<file path="config.mk">
export PLATFORM = sky130hd
export DESIGN_NAME = cas_recorder
export DESIGN_NICKNAME = d
export VERILOG_FILES = /design/src/rtl/cas_recorder.sv
export SDC_FILE = /design/constraint.sdc
export NUM_CORES = 1
export LEC_CHECK = 0
export ABC_AREA = 1
export BUFFER_PORTS_ARGS = -buffer_cell sky130_fd_sc_hd__buf_4
export CORE_UTILIZATION = 55
export DETAILED_ROUTE_END_ITERATION = 10
export PLACE_DENSITY = 0.76
export REMOVE_ABC_BUFFERS = 1
export SETUP_SLACK_MARGIN = 0.02
export SYNTH_ARGS = -nofsm -noshare
export SYNTH_HDL_FRONTEND = slang
export SYNTH_SLANG_ARGS = --single-unit
</file>
<file path="constraint.sdc">
create_clock -name clk_sys -period 7.1 [get_ports clk_sys]
set_input_delay 1.775 -clock clk_sys [delete_from_list [all_inputs] [get_ports clk_sys]]
set_output_delay 1.775 -clock clk_sys [all_outputs]
set_load 0.01 [all_outputs]
</file>
<file path="src/rtl/cas_recorder.sv">
// Cassette recorder: samples the machine's cassette output at the tape bit rate,
// packs 8 samples per byte (MSB first) and writes the bytes into tape RAM.
module cas_recorder #(
   parameter int ADDR_W = 15,
   parameter int DIV    = 6667
) (
   input  logic              clk_sys,
   input  logic              reset_n,
   input  logic              cas_in,
   input  logic              rec_start,
   input  logic              rec_stop,
   output logic              ram_we,
   output logic [ADDR_W-1:0] ram_addr,
   output logic [7:0]        ram_data,
   output logic [ADDR_W:0]   rec_len,
   output logic              busy,
   output logic              full
);

   // state  | meaning
   // IDLE   | no take in progress; rec_len holds the last take's length
   // ARM    | take armed, waiting for the first edge on cas_s (skips silence)
   // RECORD | sampling at the tick rate, writing each completed byte
   // FULL   | tape RAM exhausted; no further writes until re-armed
   typedef enum logic [1:0] {
      S_IDLE   = 2'd0,
      S_ARM    = 2'd1,
      S_RECORD = 2'd2,
      S_FULL   = 2'd3
   } state_t;

   localparam int                DIV_W    = $clog2(DIV);
   localparam logic [DIV_W-1:0]  DIV_LAST = DIV_W'(DIV - 1);
   localparam logic [DIV_W-1:0]  DIV_ONE  = DIV_W'(1);
   localparam logic [ADDR_W:0]   LEN_ONE  = (ADDR_W + 1)'(1);
   localparam logic [ADDR_W:0]   CAP      = {1'b1, {ADDR_W{1'b0}}};

   state_t              state_q;
   logic                cas_meta_q;
   logic                cas_s_q;
   logic                cas_s_d1_q;
   logic [DIV_W-1:0]    div_q;
   logic [3:0]          bitcnt_q;
   logic [7:0]          shreg_q;
   logic [ADDR_W:0]     rec_len_q;
   logic                ram_we_q;
   logic [ADDR_W-1:0]   ram_addr_q;
   logic [7:0]          ram_data_q;

   logic                tick;
   logic                cas_edge;
   logic [7:0]          shreg_d;
   logic [3:0]          bitcnt_d;
   logic [7:0]          flush_data;
   logic                arm_req;

   // A tick that coincides with rec_stop is folded in before the flush byte is formed.
   always_comb begin
      tick       = (state_q == S_RECORD) && (div_q == '0);
      cas_edge   = cas_s_q ^ cas_s_d1_q;
      shreg_d    = tick ? {shreg_q[6:0], cas_s_q} : shreg_q;
      bitcnt_d   = tick ? (bitcnt_q + 4'd1) : bitcnt_q;
      flush_data = shreg_d << (4'd8 - bitcnt_d);
      arm_req    = rec_start && !rec_stop;
   end

   always_ff @(posedge clk_sys or negedge reset_n) begin
      if (!reset_n) begin
         state_q    <= S_IDLE;
         cas_meta_q <= 1'b0;
         cas_s_q    <= 1'b0;
         cas_s_d1_q <= 1'b0;
         div_q      <= '0;
         bitcnt_q   <= '0;
         shreg_q    <= '0;
         rec_len_q  <= '0;
         ram_we_q   <= 1'b0;
         ram_addr_q <= '0;
         ram_data_q <= '0;
      end else begin
         cas_meta_q <= cas_in;
         cas_s_q    <= cas_meta_q;
         cas_s_d1_q <= cas_s_q;
         ram_we_q   <= 1'b0;

         // Commit the byte written last cycle; rec_len doubles as the write pointer.
         if (ram_we_q && (rec_len_q != CAP)) begin
            rec_len_q <= rec_len_q + LEN_ONE;
         end

         case (state_q)
            S_IDLE: begin
               if (arm_req) begin
                  state_q   <= S_ARM;
                  rec_len_q <= '0;
                  bitcnt_q  <= '0;
                  div_q     <= '0;
                  shreg_q   <= '0;
               end
            end

            S_ARM: begin
               if (rec_stop) begin
                  state_q <= S_IDLE;
               end else if (cas_edge) begin
                  state_q <= S_RECORD;
                  div_q   <= '0;
               end
            end

            S_RECORD: begin
               div_q    <= (div_q == DIV_LAST) ? '0 : (div_q + DIV_ONE);
               shreg_q  <= shreg_d;
               bitcnt_q <= bitcnt_d;
               if (rec_stop) begin
                  state_q  <= S_IDLE;
                  bitcnt_q <= '0;
                  shreg_q  <= '0;
                  if (bitcnt_d != 4'd0) begin
                     ram_we_q   <= 1'b1;
                     ram_addr_q <= rec_len_q[ADDR_W-1:0];
                     ram_data_q <= flush_data;
                  end
               end else begin
                  if (bitcnt_d == 4'd8) begin
                     bitcnt_q   <= '0;
                     ram_we_q   <= 1'b1;
                     ram_addr_q <= rec_len_q[ADDR_W-1:0];
                     ram_data_q <= shreg_d;
                  end
                  if (ram_we_q && ((rec_len_q + LEN_ONE) == CAP)) begin
                     state_q <= S_FULL;
                  end
               end
            end

            S_FULL: begin
               if (arm_req) begin
                  state_q   <= S_ARM;
                  rec_len_q <= '0;
                  bitcnt_q  <= '0;
                  div_q     <= '0;
                  shreg_q   <= '0;
               end
            end

            default: state_q <= S_IDLE;
         endcase
      end
   end

   assign ram_we   = ram_we_q;
   assign ram_addr = ram_addr_q;
   assign ram_data = ram_data_q;
   assign rec_len  = rec_len_q;
   assign busy     = (state_q == S_ARM) || (state_q == S_RECORD);
   assign full     = (state_q == S_FULL);

endmodule

</file>
After elaboration in Yosys (flattened, before gate mapping)
Index checks and enable logic that the tools add are counted.
{ "classes": {"n_addsub": 4, "eq_ne": 13, "shifts": 1, "n_mux": 33, "bitwise": 1, "reduce_logical": 16} }
{ "op_table": {"columns": ["cell", "count"], "rows": [
  ["two-way mux 13 bit", 4],
  ["two-way mux 16 bit", 3],
  ["two-way mux 8 bit", 6],
  ["two-way mux 15 bit", 3],
  ["case mux 13 bit (3 select lines)", 1],
  ["adder 16 x 1 -> 16 bit (second input constant)", 1],
  ["== test 16 bit (second input constant)", 1],
  ["two-way mux 4 bit", 4],
  ["inequality test 16 bit (second input constant)", 1],
  ["case mux 8 bit (2 select lines)", 1],
  ["adder 13 x 1 -> 13 bit (second input constant)", 1],
  ["== test 13 bit (second input constant)", 1],
  ["zero test 13 bit", 1],
  ["two-way mux 2 bit", 5],
  ["AND reduction 3 bit", 3],
  ["case mux 4 bit (2 select lines)", 1],
  ["left shift 8 x 4 -> 8 bit", 1],
  ["case mux 2 bit (3 select lines)", 1],
  ["adder 4 x 1 -> 4 bit (second input constant)", 1],
  ["== test 2 bit (second input constant)", 2],
  ["== test 4 bit (second input constant)", 1],
  ["logical AND 1 bit", 4],
  ["two-way mux 1 bit", 4],
  ["inequality test 2 x 1 -> 1 bit (second input constant)", 2],
  ["13 further kinds", 15]
]} }
{ "totals": {"ff_bits": 70, "wordCells": 79} }

Depth between registers and ports, before layout
Gate-level depths: netlist (run 1).
{ "logic_depth": {"ltp_word": 7, "ltp_mapped": 18} }

Worst setup path after synthesis (run 1)
No wires, ideal clock.
{ "synth_path": {"kind": "input -> register", "startpoint": "in rec_stop", "endpoint": "reg shreg_q[2]", "setup_time_ps": 140, "arrival_time_ps": 2934, "required_time_ps": 6960, "setup_slack_ps": 4026, "cell_stages": 8, "n_path_buf": 2, "cell_sequence": "clkbuf_2 > inv_1 > nand2_1 > nor2_1 > inv_1 > o21ai_1 > buf_2 > o22ai_1"} }
{ "synth_between": {"elab_chain_len": 4, "word_cells_on_any_way": 6} }
{ "synth_lines": {"columns": ["element", "line", "source"], "rows": [
  ["from (decl)", "11", "input logic rec_stop,"],
  ["zero test 1 bit", "64", "arm_req = rec_start && !rec_stop;"],
  ["logical AND 1 bit", "64", null],
  ["inequality test 2 x 1 -> 1 bit (no line)", null, null],
  ["AND reduction 2 bit (no line)", null, null],
  ["to (signal assigned)", "113", "shreg_q <= shreg_d;"],
  ["to (decl)", "44", "logic [7:0] shreg_q;"]
]} }
Several ways; a longest one is shown, not always the timed one.
A chain may end at the register's enable or synchronous reset.

Worst setup path in the final report (run 1)
{ "layout_path": {"startpoint": "reg state_q[0]", "endpoint": "reg ram_data_q[6], in the netlist ram_data[6]"} }
{ "layout_between": {"elab_chain_len": 7, "word_cells_on_any_way": 14} }
{ "layout_lines": {"columns": ["element", "line", "source"], "rows": [
  ["from (decl)", "38", "state_t state_q;"],
  ["from (signal assigned)", "69", "state_q <= S_IDLE;"],
  ["from (signal assigned)", "94", "state_q <= S_ARM;"],
  ["from (signal assigned)", "104", "state_q <= S_IDLE;"],
  ["== test 2 bit *", "59, 91", null],
  ["logical AND 1 bit", "59", "tick = (state_q == S_RECORD) && (div_q == '0);"],
  ["two-way mux 4 bit", "62", "bitcnt_d = tick ? (bitcnt_q + 4'd1) : bitcnt_q;"],
  ["subtractor 4 bit", "63", "flush_data = shreg_d << (4'd8 - bitcnt_d);"],
  ["left shift 8 x 4 -> 8 bit", "63", null],
  ["two-way mux 8 bit", "119", "if (bitcnt_d != 4'd0) begin"],
  ["two-way mux 8 bit", "115", "if (rec_stop) begin"],
  ["to (signal assigned)", "122", "ram_data_q <= flush_data;"],
  ["to (signal assigned)", "129", "ram_data_q <= shreg_d;"],
  ["to (decl)", "48", "logic [7:0] ram_data_q;"]
]} }
Every way passes the cells marked *; elsewhere a longest branch is shown, timed or not. The select of a mux whose other input is x is not followed.

==> impl_metrics.csv, run 1 <==
group,metric,value,unit
power,cellPowerDensity,363,nW/µm²
worst_setup_path,rr_startpoint,"state_q[0]",
sta,timing.final.crit_share,50.5,%
logic_synthesis,synth_area_leader_cell,"dfrtp_1",
cts,cts_max_path_buffers,2,
logic_synthesis,synthAdderAreaFrac,3.34,%
logic_synthesis,synth.distinct_cells,35,
sta,drv_slew,0,
cts,ctsHtreeMaxLevel,3,
power,power.switching,0.000757,W
floorplanning,coreArea,7250,µm²
logic_synthesis,yosys.area_share.simple,31.1,%
detailed_routing,drc,0,
worst_setup_path,r2r-end,"ram_data[6]",
cts,cts_tree,"yes",
worst_hold_path,min_from,"cas_meta_q",
logic_synthesis,synth_top_area_share,42.5,%
sta,fin_tns_setup,0,ps
global_route,grt_pass1_wl,15600,µm
worst_setup_path,r2r_slack,3510,ps
place,io_buffers,46,
worst_hold_path,hold_depth,0,
place,gp_congestion,0.871,
power,p_clk_share,15.2,%
logic_synthesis,yosys_warnings,0,
detailed_routing,num_vias,3777,
detailed_routing,drt-initial-drc-count,263,
worst_setup_path,startpoint_type,"flop",
outcome,outcome,"complete, no violations",
detailed_routing,dr.pass1.iters,5,
final_layout,drive_gt1_share,15.5,%
cts,clock-sinks,70,
logic_synthesis,synthTopCellsByArea,"dfrtp_1 (43%), nand2_1 (10%), nor2_1 (6.6%), nand3_1 (6.3%), inv_1 (5.6%)",
final_layout,layout_commonest_cell,"nand2_1",
cts,path_clk_slew,70,ps
worst_hold_path,min_to,"cas_s_q",
worst_setup_path,crit_fanout,39,
sta,worstMarginPinSlew,1000,ps
power,power_frac_comb,50.4,%
logic_synthesis,muxShareOfSynthArea,0,%
final_layout,nNetsFinal,607,
sta,setup_violations,0,
sta,fin_crit,3590,ps
global_route,grt_usage,25.8,%
worst_setup_path,critPathRequiredTime,7330,ps
cts,cts_resized,0,
power,pwr-share-seq,34.4,%
floorplanning,pin_count,47,
sta,clock-skew-final,10.8,ps
global_route,grt_max_degree,71,
global_route,grt_overflow,0,
cts,clock-root-buffer,"clkbuf_8",
flow_run,max-cap-violations,0,
sta,fmaxAchievable,279,MHz
power,p_leak,2.32,nW
floorplanning,die_y,88.6,µm
detailed_routing,postRouteAntennaNets,0,
worst_hold_path,hold_class,"flop to flop",
cts,worstSkewPairLatency,340,ps
sta,finalHoldViolations,0,
final_layout,num_antenna_cells,0,
logic_synthesis,synth-seq-cells,70,
cts,cts_inserted_buffers,9,
final_layout,area_growth_syn_to_layout,12.8,%
detailed_routing,postRouteWirelength,9520,µm
final_layout,final_cell_mix,"nand2_1 (114), nor2_1 (72), dfrtp_1 (70)",
logic_synthesis,synth_top_family_by_area,"simple AND/OR/NAND/NOR gates",
floorplanning,die_w,88.6,µm
logic_synthesis,synth_xor_area_share,2.55,%
worst_setup_path,arrival,3810,ps
cts,postCtsHoldBufs,0,
worst_setup_path,worstSetupEndpointType,"flop",
detailed_routing,wire_per_inst,13.8,µm
place,dp_hpwl,7070,µm
detailed_routing,vias_per_cell,5.46,
cts,cts_setup_buffers,0,
power,peakVddDrop,0.000134,V
worst_setup_path,crit_type,"flop to flop",
logic_synthesis,syn-cell-area,4120,µm²
place,post-place-cells,679,
sta,relSlewSlack,32.7,%
global_route,antenna_found_initial,0,
logic_synthesis,syn_avg_cell_area,7.55,µm²
sta,rsz0062_at_grt,"false",
global_route,grt_pass1_vias,3382,
final_layout,fin_cells,692,
logic_synthesis,synthCells,546,
worst_setup_path,ff2ff_path_depth,16,
logic_synthesis,synth_compound_area_share,12.4,%
floorplanning,rows,31,
power,swShare,44.8,%
logic_synthesis,ys_seq_area_share,42.5,%
floorplanning,die-area,7840,µm²
floorplanning,initial_core_util,56.8,%
power,power.internal,0.000932,W
==> sequential cells by signal, indices dropped and copies added (netlist names) <==
name / flops
ram_addr: 15
div_q: 13
shreg_q: 8
ram_we: 1
cas_meta_q: 1
rec_len: 16
state_q: 2
bitcnt_q: 4
cas_s_d1_q: 1
ram_data: 8
cas_s_q: 1
==> layer usage <==
metal,track usage (%),wire (µm),share of wire (%)
met1,35.2,4420,46
met2,41.3,4440,47
met3,4.29,498,5.2
met4,9.38,155,1.6
met5,0,0,0
==> power groups by stage <==
| stage | clock, W | combinational [W] | sequential, W |
|---|---|---|---|
| global placement | 0 | 0.000825 | 0.000585 |
| floorplan | 0 | 0.000520 | 0.000611 |
| CTS | 0.000260 | 0.000849 | 0.000581 |
| global route | 0.000276 | 0.000955 | 0.000596 |
| finish | 0.000256 | 0.000852 | 0.000581 |
| detailed placement | 0 | 0.000845 | 0.000587 |
==> worst max path at each step <==
stage               startpoint  cells past startpoint          end
global route        state_q[0]                     16  ram_data[6]
finish              state_q[0]                     16  ram_data[6]
CTS                 state_q[0]                     16  ram_data[6]
global placement      rec_stop                      7  bitcnt_q[3]
floorplan             rec_stop                      6  bitcnt_q[3]
detailed placement    rec_stop                      7   shreg_q[5]
==> kinds of logic (layout without fill, tap and decap cells) <==
family,Yosys count,in the layout
xor+xnor,12,12
compound gates,88,88
fa+ha+maj,11,11
buf+inv,77,124
simple gates,288,288
flops,70,70
==> worst max-delay path, cell delays in order (launching register included) <==
cell and delay [ps]:
dfrtp_1 430, inv_1 80, ha_1 340, nand3_2 170
nor2_2 270, nand2_2 170, nand2_2 100, nand2_2 80
ha_1 230, inv_1 130, nor2_4 60, nand2_2 70
nand2_2 50, nand2_2 580, clkinv_1 450, nor2_1 190
a21oi_1 60
==> stage by stage <==
stage	hold slack, ps	instance area (µm²)	util (%)	total power (W)	worst slack (ps)
after floorplan	331	4040	-	0.00113	4110
after global placement	336	4500	62.1	0.00141	3410
after detailed placement	338	4500	62.1	0.00143	3300
after CTS	353	4650	64.1	0.00169	3490
after global routing	356	4650	64.1	0.00183	3140
final	350	4650	64.1	0.00169	3510
==> cell usage after synthesis, drive strengths merged <==
master	n
nor3	10
inv	63
nand4	9
xor2	9
o32ai	1
nand2	130
nor2	81
a221oi	2
a211oi	6
nand3b	1
o22ai	11
o21a	3
clkbuf	6
clkinv	2
or2	2
nand3	53
dfrtp	70
buf	6
a31oi	2
ha	11
nor4	2
xnor2	3
a21oi	28
o21ai	35
==> area by class of cell <==
class | instances | area (µm²)
fill | 621 | 2610
multi-input combinational | 399 | 2040
sequential | 70 | 1750
timing repair buffer | 46 | 345
inverter | 65 | 244
clock buffer | 10 | 128
tap | 99 | 124
clock inverter | 3 | 15.0
(Power assumes the default switching activity.)
==> inputs of run 2 (changes only) <==
Clock period 7.1 ns to 3.75 ns, I/O delays scaled along.
==> run 2 against run 1 <==
Sequential power grew 91%; critical endpoint is now ram_data[0]; wire length stayed put; first-iteration DRC count up 0.38%.
==> impl_metrics.csv, run 2 (synthesized netlist as in run 1, its figures left out) <==
group,metric,value,unit
final_layout,final_cell_mix,"nand2_1 (114), nor2_1 (72), dfrtp_1 (70)",
floorplanning,rows,31,
floorplanning,initial_core_util,56.8,%
power,finalPower,0.00332,W
detailed_routing,postRouteAntennaNets,0,
worst_hold_path,min_from,"cas_meta_q",
worst_setup_path,critPathLaunch,"state_q[0]",
floorplanning,die_w,88.6,µm
sta,worstMarginPinSlew,870,ps
power,cellPowerDensity,704,nW/µm²
sta,setup_violations,0,
detailed_routing,vias_per_cell,5.37,
cts,cts_max_path_buffers,2,
place,post-place-cells,681,
final_layout,layout_commonest_cell,"nand2_1",
floorplanning,pin_count,47,
cts,cts_inserted_buffers,9,
worst_setup_path,cp_common_cell,"nand2_2",
worst_setup_path,slowest_stage,"dfrtp_1",
final_layout,fin_util,65.1,%
sta,relSlewSlack,41.6,%
worst_setup_path,startpoint_type,"flop",
sta,fin_tns_setup,0,ps
final_layout,area_growth_syn_to_layout,14.5,%
detailed_routing,postRouteWirelength,9520,µm
detailed_routing,drt-initial-drc-count,264,
global_route,grt_overflow,0,
worst_setup_path,arrival,3330,ps
global_route,antenna_found_initial,0,
final_layout,largest_reg_flops,16,
worst_setup_path,critPathRequiredTime,3980,ps
outcome,outcome,"complete, no violations",
sta,finalHoldViolations,0,
sta,fin_crit,3100,ps
final_layout,num_antenna_cells,0,
cts,cts_resized,0,
detailed_routing,num_vias,3743,
power,p_leak,2.35,nW
flow_run,max-cap-violations,0,
final_layout,fin_area,4720,µm²
worst_setup_path,rr_startpoint,"state_q[0]",
sta,rsz0062_at_grt,"false",
cts,ctsHtreeMaxLevel,3,
detailed_routing,dr.pass1.iters,5,
final_layout,multi_input_area,2040,µm²
cts,cts_tree,"yes",
cts,cts_setup_buffers,0,
sta,timing.final.crit_share,82.6,%
place,io_buffers,46,
floorplanning,coreArea,7250,µm²
global_route,grt_pass1_vias,3305,
floorplanning,die-area,7840,µm²
final_layout,drive_gt1_share,16.2,%
global_route,grt_pass1_wl,15700,µm
worst_hold_path,hold_class,"flop to flop",
place,dpl-instance-area,4520,µm²
place,dp_hpwl,6970,µm
worst_setup_path,cp_cell_sequence,"inv_1, ha_1, nand3_2, nor2_4, nand2_2, nand2_1, nand2_2, ha_1, inv_1, nor2_4, nand2_2, nand2_2, nand2_2, clkinv_1, nor2_1, a21oi_1",
cts,path_clk_slew,70,ps
final_layout,nNetsFinal,609,
cts,worstSkewPairLatency,350,ps
sta,clock-skew-final,8.96,ps
floorplanning,die_y,88.6,µm
power,peakVddDrop,0.000269,V
worst_setup_path,worstSetupEndpointType,"flop",
final_layout,layout.area.seq,1750,µm²
worst_setup_path,slowest_delay,430,ps
detailed_routing,wire_per_inst,13.7,µm
global_route,grt_usage,25.9,%
worst_setup_path,crit_fanout,22,
worst_setup_path,crit_type,"flop to flop",
place,gp_congestion,0.910,
global_route,grt_max_degree,71,
cts,clock-sinks,70,
cts,postCtsHoldBufs,0,
sta,drv_slew,0,
final_layout,num-fill-cells,615,
cts,clock-root-buffer,"clkbuf_8",
detailed_routing,drc,0,
final_layout,fin_cells,697,
sta,fmaxAchievable,323,MHz
run 2: layout make-up:
type                    instances  share of cell area, %
flip-flops and latches         70                   37.1
repair buffers                 48                   7.64
clock buffers                  12                   3.29
well taps                      99                   2.62
clock inverters                 4                  0.954
inverters                      65                   5.17
multi-input cells             399                   43.2
run 2: stage by stage:
step                      hold WS (ps)  worst slack, ps
after floorplan                    331              851
after global placement             338              813
after detailed placement           342              650
after CTS                          357              640
after global routing               364              325
final                              351              653
run 2: per-layer routing:
layer  track usage (%)  vias up  part of all wire (%)
met5                 0        -                     0
met4              9.09        0                   1.5
met3              3.54       13                   4.1
met2              39.8       96                    46
met1              37.5     1750                    49
li1                  -     1884                     -
run 2: power by group:
group | leakage (nW) | internal [W] | switching (W)
logic | 1.30 | 0.000602 | 0.000998
registers | 0.942 | 0.000941 | 0.000164
clock network | 0.106 | 0.000340 | 0.000277
total | 2.35 | 0.00188 | 0.00144
run 2: worst paths after layout:
| check | to | slack (ps) | depth (start not counted) |
|---|---|---|---|
| min | cas_s_q | 350 | 0 |
| min reg2reg | cas_s_q | 350 | 0 |
| max | ram_data[0] | 650 | 16 |
| max reg2reg | ram_data[0] | 650 | 16 |
| min in group asynchronous | ram_addr[7] | 700 | 1 |
| max in group asynchronous | cas_s_d1_q | 2480 | 1 |
run 2: worst max-delay path: cells and delay by family (launching register included):
kind,cells,cell delay (ps)
adder cells (fa/ha/maj),2,540
flip-flops,1,430
AND/OR/NAND/NOR,10,1390
AO/OA/AOI/OAI,1,50
buffers and inverters,3,560
==> inputs of run 3 (changes only) <==
Settings changed: CORE_UTILIZATION 55 to 53.
Clock period 3.75 ns to 2.7 ns, I/O delays scaled along.
==> run 3 against run 2 <==
Utilization increased by 0.11 points; largest cell class unchanged; register-to-register slack got worse by 390 ps; critical path depth decreased by 1; non-clock buffer count increased by 6; critical endpoint is now ram_data[4]; die area increased by 3.7%; combinational power increased by 44%.
==> impl_metrics.csv, run 3 (synthesized netlist as in run 1, its figures left out) <==
group,metric,value,unit
outcome,outcome,"complete, no violations",
cts,ctsHtreeMaxLevel,3,
final_layout,layout_commonest_cell,"nand2_1",
detailed_routing,num_vias,3849,
power,p_leak,2.40,nW
worst_setup_path,crit_fanout,8,
power,power.switching,0.00203,W
floorplanning,rows,31,
global_route,grt_max_degree,71,
cts,postCtsHoldBufs,0,
global_route,grt_pass1_vias,3542,
floorplanning,die_y,90.2,µm
detailed_routing,vias_per_cell,5.48,
cts,cts_max_path_buffers,2,
final_layout,largest_reg_flops,16,
floorplanning,die_w,90.2,µm
sta,setup_violations,0,
global_route,met1_usage,35.8,%
worst_hold_path,hold_class,"flop to flop",
final_layout,num_antenna_cells,0,
sta,fin_crit,2430,ps
floorplanning,die-area,8130,µm²
detailed_routing,postRouteAntennaNets,0,
detailed_routing,dr.pass1.iters,5,
final_layout,num-fill-cells,652,
final_layout,multi_input_area,2050,µm²
flow_run,max-cap-violations,0,
power,p_clk_share,19.5,%
detailed_routing,drc,0,
place,gp_congestion,0.938,
power,power.internal,0.00273,W
place,io_buffers,46,
global_route,use_met2,39.2,%
global_route,antenna_found_initial,0,
power,peakVddDrop,0.000437,V
power,power_frac_comb,48.3,%
worst_setup_path,crit_type,"flop to flop",
detailed_routing,wire_per_inst,13.9,µm
floorplanning,initial_core_util,55.9,%
cts,cts_tree,"yes",
worst_setup_path,critPathRequiredTime,2970,ps
global_route,grt_pass1_wl,16600,µm
global_route,grt_overflow,0,
detailed_routing,postRouteWirelength,9770,µm
power,swShare,42.7,%
final_layout,area_growth_syn_to_layout,16.5,%
sta,clock-skew-final,12.9,ps
cts,clock-root-buffer,"clkbuf_8",
sta,relSlewSlack,42.8,%
sta,rsz0062_at_grt,"false",
sta,worstMarginPinSlew,858,ps
worst_setup_path,startpoint_type,"flop",
floorplanning,coreArea,7370,µm²
floorplanning,pin_count,47,
final_layout,fin_cells,703,
final_layout,drive_gt1_share,17.2,%
cts,path_clk_slew,70,ps
power,pwr-share-seq,32.2,%
global_route,grt_usage,25.2,%
global_route,use_met3,4.65,%
cts,cts_inserted_buffers,9,
cts,worstSkewPairLatency,350,ps
worst_setup_path,worstSetupEndpointType,"flop",
sta,timing.final.crit_share,90.1,%
final_layout,nNetsFinal,615,
final_layout,final_cell_mix,"nand2_1 (114), nor2_1 (72), dfrtp_1 (70)",
sta,drv_slew,0,
sta,fmaxAchievable,411,MHz
place,dp_hpwl,7200,µm
detailed_routing,drt-initial-drc-count,332,
sta,holdWs,346,ps
cts,clock-sinks,70,
power,cellPowerDensity,991,nW/µm²
sta,finalHoldViolations,0,
place,post-place-cells,686,
global_route,busiest_layer,"met2",
final_layout,layout.area.seq,1750,µm²
worst_setup_path,arrival,2700,ps
## run 3: cell types whose count changed in the layout (fill, tap and decap cells not counted), sizes merged
cell    previous run  this run
buf               48        54
bufinv             1         2
clkinv             5         4
## run 3: per-layer routing
| layer | vias up | part of all wire, % |
|---|---|---|
| li1 | 1898 | - |
| met1 | 1803 | 47 |
| met2 | 133 | 46 |
| met3 | 15 | 5.6 |
| met4 | 0 | 1.6 |
| met5 | - | 0 |
## run 3: worst paths after layout
kind	start	end	slack [ps]	cells after the start
max	div_q[0]	ram_data[4]	270	15
min	cas_meta_q	cas_s_q	350	0
max reg2reg	div_q[0]	ram_data[4]	270	15
min reg2reg	cas_meta_q	cas_s_q	350	0
max in group asynchronous	reset_n	bitcnt_q[2]	1700	1
min in group asynchronous	reset_n	ram_addr[6]	440	1
## run 3: area by class of cell
cell class                      count  area share [%]
Multi-Input combinational cell    399            42.7
Sequential cell                    70            36.5
Timing Repair Buffer               54            8.70
Inverter                           65            5.11
Clock buffer                       12            3.02
Tap cell                           99            2.58
Clock inverter                      4            1.46
## run 3: critical path: stages, from the launching register on
cell and delay (ps):
dfrtp_1 400, inv_1 120, ha_1 200, nand3_2 140, nor2_4 170, nand2_2 130, nand2_2 80, nand2_2 70
ha_1 230, inv_1 130, nand2_1 80, nand2_1 240, nand2_1 90, nand2_1 80, nand3_1 80, a21oi_1 130
## run 3: power groups by stage
stage	Combinational (W)	Sequential (W)	Clock, W
floorplan	0.00137	0.00161	0
global placement	0.00219	0.00153	0
detailed placement	0.00226	0.00154	0
CTS	0.00227	0.00153	0.000942
global route	0.00256	0.00156	0.000989
finish	0.00230	0.00153	0.000930
## run 3: stage by stage
stage / util, % / setup slack [ps] / area [µm²] / power, W / setup TNS, ps
after floorplan: - / -199 / 4040 / 0.00297 / -1660
after global placement: 62.0 / 212 / 4570 / 0.00372 / 0
after detailed placement: 62.0 / 51.4 / 4570 / 0.00380 / 0
after CTS: 64.9 / 143 / 4790 / 0.00474 / 0
after global routing: 65.2 / 23.7 / 4800 / 0.00511 / 0
final: 65.2 / 266 / 4800 / 0.00476 / 0
## run 3: what timing repair did
action	in CTS	in global routing
buffers inserted	0	1
gates resized for setup	1	3
endpoints found under the setup margin	1	10
endpoints found under the hold margin	0	0
pin swaps	0	1
